===== src/rtl/io_hub_pkg.sv =====
// Shared helpers for io_hub: width derivation, FIFO entry type for the default
// configuration, and pointer-based full/empty predicates.
package io_hub_pkg;

    localparam int IO_DEF_NUBITS = 32;
    localparam int IO_DEF_NBADDO = 3;

    typedef struct packed {
        logic [IO_DEF_NBADDO-1:0] addr;
        logic [IO_DEF_NUBITS-1:0] data;
    } io_entry_t;

    function automatic int clog2_min1(input int n);
        return (n <= 2) ? 1 : $clog2(n);
    endfunction

    // Pointers carry one extra wrap bit above the aw address bits.
    function automatic logic ptr_full(input logic [31:0] wr, input logic [31:0] rd, input int aw);
        logic [31:0] diff;
        diff = wr ^ rd;
        return diff[aw] && ((diff & ((32'd1 << aw) - 32'd1)) == 32'd0);
    endfunction

    function automatic logic ptr_empty(input logic [31:0] wr, input logic [31:0] rd, input int aw);
        return ((wr ^ rd) & ((32'd1 << (aw + 1)) - 32'd1)) == 32'd0;
    endfunction

endpackage


===== src/rtl/io_fifo.sv =====
// Output-write FIFO: array storage, wrap-bit pointers, registered head with
// write bypass, and a sticky flag for pushes dropped while full.
module io_fifo
    import io_hub_pkg::*;
#(
    parameter int WIDTH = 35,
    parameter int DEPTH = 8
) (
    input  logic             clk,
    input  logic             rst_n,
    input  logic             i_push,
    input  logic [WIDTH-1:0] i_din,
    input  logic             i_pop_rdy,
    output logic             o_valid,
    output logic [WIDTH-1:0] o_dout,
    output logic             o_drop
);
    localparam int AW = $clog2(DEPTH);

    logic [WIDTH-1:0] r_mem [DEPTH];
    logic [WIDTH-1:0] r_head;
    logic [AW:0]      r_wr, r_rd;
    logic             r_drop;
    logic [AW:0]      w_wr_next, w_rd_next;
    logic             w_full, w_empty, w_empty_next, w_pop, w_push_ok;

    assign w_full       = ptr_full(32'(r_wr), 32'(r_rd), AW);
    assign w_empty      = ptr_empty(32'(r_wr), 32'(r_rd), AW);
    assign w_pop        = ~w_empty & i_pop_rdy;
    assign w_push_ok    = i_push & (~w_full | w_pop);
    assign w_wr_next    = r_wr + (AW+1)'(w_push_ok);
    assign w_rd_next    = r_rd + (AW+1)'(w_pop);
    assign w_empty_next = ptr_empty(32'(w_wr_next), 32'(w_rd_next), AW);

    always_ff @(posedge clk) begin
        if (w_push_ok)
            r_mem[r_wr[AW-1:0]] <= i_din;
    end

    always_ff @(posedge clk or negedge rst_n) begin
        if (!rst_n) begin
            r_wr   <= '0;
            r_rd   <= '0;
            r_head <= '0;
            r_drop <= 1'b0;
        end else begin
            r_wr <= w_wr_next;
            r_rd <= w_rd_next;
            // The next head may be the word being written on this same edge.
            if (!w_empty_next)
                r_head <= (w_push_ok && (r_wr[AW-1:0] == w_rd_next[AW-1:0]))
                          ? i_din : r_mem[w_rd_next[AW-1:0]];
            if (i_push && w_full && !w_pop)
                r_drop <= 1'b1;
        end
    end

    assign o_valid = ~w_empty;
    assign o_dout  = r_head;
    assign o_drop  = r_drop;

endmodule


===== src/rtl/io_hub.sv =====
// Core I/O responder: per-address input holding slots plus a queued output path.
// Optional interrupt on slot fill is enabled by defining IO_HUB_ITR_EN.
module io_hub
    import io_hub_pkg::*;
#(
    parameter  int NUBITS = 32,
    parameter  int NUIOIN = 8,
    parameter  int NUIOOU = 8,
    parameter  int FDEPTH = 8,
    localparam int NBADDI = clog2_min1(NUIOIN),
    localparam int NBADDO = clog2_min1(NUIOOU)
) (
    input  logic                     clk,
    input  logic                     rst,
    input  logic                     req_in,
    input  logic [NBADDI-1:0]        addr_in,
    output logic [NUBITS-1:0]        io_in,
    input  logic                     out_en,
    input  logic [NBADDO-1:0]        addr_out,
    input  logic [NUBITS-1:0]        data_out,
    input  logic [NUIOIN*NUBITS-1:0] src_data,
    input  logic [NUIOIN-1:0]        src_valid,
    output logic [NUIOIN-1:0]        src_ready,
    output logic [NUBITS-1:0]        snk_data,
    output logic [NBADDO-1:0]        snk_addr,
    output logic                     snk_valid,
    input  logic                     snk_ready,
    output logic                     ovf,
    output logic                     udf,
    output logic                     itr
);
    typedef struct packed {
        logic [NBADDO-1:0] addr;
        logic [NUBITS-1:0] data;
    } entry_t;

    logic [NUBITS-1:0] w_data [NUIOIN];
    logic [NUIOIN-1:0] w_valid, w_hit, w_load;
    logic [NUBITS-1:0] w_rd_data;
    logic              w_rd_valid;
    logic              r_udf;
    entry_t            w_push_entry, w_head;

    for (genvar gi = 0; gi < NUIOIN; gi++) begin : g_slot
        logic [NUBITS-1:0] r_data;
        logic              r_valid;

        assign w_hit[gi]     = req_in && (addr_in == NBADDI'(gi));
        assign src_ready[gi] = ~r_valid | w_hit[gi];
        assign w_load[gi]    = src_valid[gi] & src_ready[gi];
        assign w_data[gi]    = r_data;
        assign w_valid[gi]   = r_valid;

        // A load on the same edge as a read keeps the slot full.
        always_ff @(posedge clk or negedge rst) begin
            if (!rst) begin
                r_data  <= '0;
                r_valid <= 1'b0;
            end else if (w_load[gi]) begin
                r_data  <= src_data[gi*NUBITS +: NUBITS];
                r_valid <= 1'b1;
            end else if (w_hit[gi]) begin
                r_valid <= 1'b0;
            end
        end
    end

    // Out-of-range addresses match no slot: data 0, treated as empty.
    always_comb begin
        w_rd_data  = '0;
        w_rd_valid = 1'b0;
        for (int i = 0; i < NUIOIN; i++) begin
            if (addr_in == NBADDI'(i)) begin
                w_rd_data  = w_data[i];
                w_rd_valid = w_valid[i];
            end
        end
    end

    assign io_in = w_rd_data;

    always_ff @(posedge clk or negedge rst) begin
        if (!rst)
            r_udf <= 1'b0;
        else if (req_in && !w_rd_valid)
            r_udf <= 1'b1;
    end

    assign udf = r_udf;

    assign w_push_entry = '{addr: addr_out, data: data_out};

    io_fifo #(
        .WIDTH (NBADDO + NUBITS),
        .DEPTH (FDEPTH)
    ) u_fifo (
        .clk       (clk),
        .rst_n     (rst),
        .i_push    (out_en),
        .i_din     (w_push_entry),
        .i_pop_rdy (snk_ready),
        .o_valid   (snk_valid),
        .o_dout    (w_head),
        .o_drop    (ovf)
    );

    assign snk_data = w_head.data;
    assign snk_addr = w_head.addr;

`ifdef IO_HUB_ITR_EN
    logic [NUIOIN-1:0] r_valid_d;
    logic              r_itr;

    always_ff @(posedge clk or negedge rst) begin
        if (!rst) begin
            r_valid_d <= '0;
            r_itr     <= 1'b0;
        end else begin
            r_valid_d <= w_valid;
            r_itr     <= |(w_valid & ~r_valid_d);
        end
    end

    assign itr = r_itr;
`else
    assign itr = 1'b0;
`endif

endmodule


===== config.mk =====
export PLATFORM = sky130hd
export DESIGN_NAME = io_hub
export DESIGN_NICKNAME = d
export VERILOG_FILES = /design/src/rtl/io_hub_pkg.sv /design/src/rtl/io_fifo.sv /design/src/rtl/io_hub.sv
export SDC_FILE = /design/constraint.sdc
export NUM_CORES = 1
export LEC_CHECK = 0
export CORE_MARGIN = 2
export CORE_UTILIZATION = 50
export CTS_BUF_LIST = sky130_fd_sc_hd__clkbuf_16
export CTS_CLUSTER_DIAMETER = 200
export DETAILED_ROUTE_END_ITERATION = 7
export MAX_ROUTING_LAYER = met4
export PLACE_DENSITY_LB_ADDON = 0.15
export SLEW_MARGIN = 20
export SYNTH_ARGS = -nofsm -noshare
export SYNTH_HDL_FRONTEND = slang
export SYNTH_SLANG_ARGS = --single-unit

===== constraint.sdc =====
create_clock -name clk -period 7.4 [get_ports clk]
set_input_delay 1.48 -clock clk [delete_from_list [all_inputs] [get_ports clk]]
set_output_delay 1.48 -clock clk [all_outputs]
set_load 0.01 [all_outputs]

==> flow_metrics.env <==
export IMPL_outcome="finished clean"
export IMPL_io_buffers=384
export IMPL_ctsHoldBuffers=0
export IMPL_die_area_mm2=0.0515
export IMPL_finalHoldViolCount=0
export IMPL_finalClockSkew_ps=14.3
export IMPL_grt_setup_unrepaired="no"
export IMPL_drc=0
export IMPL_drv_cap=0
export IMPL_placed_area_mm2=0.0294
export IMPL_cp_data_required_time_ps=5920
export IMPL_gp_congestion=0.812
export IMPL_peakVddDrop_mv=0.250
export IMPL_synthArstFlopShare_pct=52.5
export IMPL_ios=386
export IMPL_critPathArrivalTime_ps=4380
export IMPL_power_frac_comb_pct=36.2
export IMPL_rows=81
export IMPL_switchingPower_mw=3.31
export IMPL_gr_total_overflow=0
export IMPL_tightest_slew_ps=978
export IMPL_synth_warning_count=0
export IMPL_ys_ff_latch=589
export IMPL_insertion_delay_ps=610
export IMPL_start_util_pct=50.7
export IMPL_fin_crit_sh_pct=79.2
export IMPL_hold_ws_ps=460
export IMPL_syn_nets=1795
export IMPL_crit_path_end_kind="primary output"
export IMPL_cellLeakagePower_nw=11.8
export IMPL_path_class="in -> out"
export IMPL_final_util_pct=63.7
export IMPL_ant_nets=0
export IMPL_cts_setup_buffers=0
export IMPL_synthToLayoutAreaGrowth_pct=25.8
export IMPL_syn_inst=1484
export IMPL_avgRoutedWirePerCell_um=24.1
export IMPL_drive_gt1_share_pct=30.7
export IMPL_clk_path_buf_depth=3
export IMPL_dp_slack_ps=1460
export IMPL_internal_power_mw=8.38
export IMPL_cts_sinks=589
export IMPL_cp_max_fo=46
export IMPL_grt_pass1_wl_um=94100
export IMPL_fin_ws_ps=1540
export IMPL_antenna_found_initial=29
export IMPL_hp_class="reg -> reg"
export IMPL_wirelength_um=62800
export IMPL_core_area_mm2=0.0491
export IMPL_grt_pass1_vias=15200
export IMPL_synth_edff_count=280
export IMPL_first_pass_iters=5
export IMPL_maxSlewViolCount=0
export IMPL_die_h_um=227
export IMPL_maxSlewHeadroom_pct=34.8
export IMPL_p_seq_share_pct=39.6
export IMPL_cts_buffers=60
export IMPL_swShare_pct=28.3
export IMPL_htreeDepth=2
export IMPL_pwr_density_cell_mw_per_mm2=374
export IMPL_ys_seq_area_share_pct=64.9
export IMPL_finalCriticalPeriod_ps=5860
export IMPL_setup_viol=0
export IMPL_drt_iter0_drc=848
export IMPL_finalSetupTns_ps=0
export IMPL_final_cell_area_mm2=0.0313
export IMPL_routed_via_density=5.55
export IMPL_cp_start_kind="primary input"
export IMPL_nNetsFinal=2170
export IMPL_vias=14400
export IMPL_synthFlopType="dfrtp_1"
export IMPL_syn_area_mm2=0.0249
export IMPL_post_dp_hpwl_um=41500
export IMPL_synth_distinct_cells=43
export IMPL_grt_max_degree=136
export IMPL_layout_commonest_cell="clkdlybuf4s50_1"
export IMPL_cts_tree="yes"
export IMPL_grt_total_usage_pct=25.5
export IMPL_most_common_layout_cells="clkdlybuf4s50_1 (380), mux2_2 (323), dfrtp_1 (309), edfxtp_1 (280), mux4_2 (76)"
export IMPL_post_cts_resized=0
export IMPL_max_clock_freq_mhz=171
export IMPL_die_w_um=227
export IMPL_cts_root_buf="clkbuf_16"
export IMPL_clk_pin_slew_ps=60
export IMPL_syn_avg_cell_area_um2=16.8
export IMPL_p_clk_share_pct=24.2
[final cells by class]
type / count / area (um^2)
inverter: 2 / 7.51
sequential: 589 / 16100
clock buffer: 60 / 1500
timing repair buffer: 411 / 4060
clock inverter: 51 / 324
fill: 3645 / 17800
multi-input combinational: 795 / 8330
tap: 664 / 831
antenna: 30 / 75.1
[routing by layer]
metal | GRT usage (%) | part of all wire (%) | vias up
met2 | 39.4 | 48 | 422
li1 | - | - | 6437
met1 | 33.0 | 42 | 7490
met3 | 7.24 | 7.4 | 100
met4 | 7.78 | 2.7 | 0
met5 | - | 0 | -
[logic make-up after synthesis]
family                   Yosys count  share of synthesized area [%]
buffers and inverters            100                           1.96
other                              1                         0.0151
XOR/XNOR                          15                          0.559
multiplexers                     472                           25.1
adder cells (fa/ha/maj)            4                          0.201
AO/OA/AOI/OAI                    131                           3.99
flip-flops                       589                           64.9
AND/OR/NAND/NOR                  172                           3.27
[through the flow]
| stage | total power, mW | cells |
|---|---|---|
| after floorplan | 7.72 | 1484 |
| after global placement | 8.88 | 2460 |
| after detailed placement | 8.98 | 2461 |
| after CTS | 11.8 | 2572 |
| after global routing | 12.3 | 2601 |
| final | 11.7 | 2602 |
[cell usage after synthesis, types with 27 or more instances]
cell	number	area share (%)
a21oi_1	28	0.56
a22o_1	54	1.9
buf_2	30	0.60
clkbuf_1	33	0.50
dfrtp_1	309	31
edfxtp_1	280	34
mux2_2	323	15
mux2_4	30	1.8
mux2i_1	35	1.4
mux4_2	76	6.9
nand2_1	51	0.77
nor2_1	56	0.85
o221ai_1	27	0.95
or2_2	28	0.70
[worst paths after layout]
check                               start                   end  slack (ps)  depth (start not counted)
max                            addr_in[2]              io_in[0]        1540                          8
min                         u_fifo.o_drop         u_fifo.o_drop         460                          1
max reg2reg                u_fifo.r_wr[2]     u_fifo.o_dout[17]        2850                         11
min reg2reg                 u_fifo.o_drop         u_fifo.o_drop         460                          1
max in group asynchronous             rst  g_slot[1].r_data[31]        4980                          2
min in group asynchronous             rst   g_slot[6].r_data[3]         900                          1
[registers in the layout, indices dropped and copies added, names as in the netlist]
| signal | flops |
|---|---|
| u_fifo.o_dout | 35 |
| u_fifo.r_mem | 280 |
| g_slot.r_valid | 8 |
| u_fifo.r_rd | 4 |
| u_fifo.o_drop | 1 |
| g_slot.r_data | 256 |
| u_fifo.r_wr | 4 |
| udf | 1 |
[power groups by stage]
| stage | clock network (mW) | registers (mW) | logic [mW] |
|---|---|---|---|
| floorplan | 0 | 4.61 | 3.11 |
| global placement | 0 | 4.65 | 4.23 |
| detailed placement | 0 | 4.69 | 4.29 |
| CTS | 2.88 | 4.63 | 4.31 |
| global route | 3.02 | 4.71 | 4.55 |
| finish | 2.83 | 4.63 | 4.23 |
[critical path, cell delays in order]
cell             delay, ps
buf_2                  710
nor2b_2                660
buf_4                  330
a22o_1                 170
nand2_1                 50
o221ai_1               150
a22o_1                 220
clkdlybuf4s50_1        560
Power figures use the tool's default switching activity.
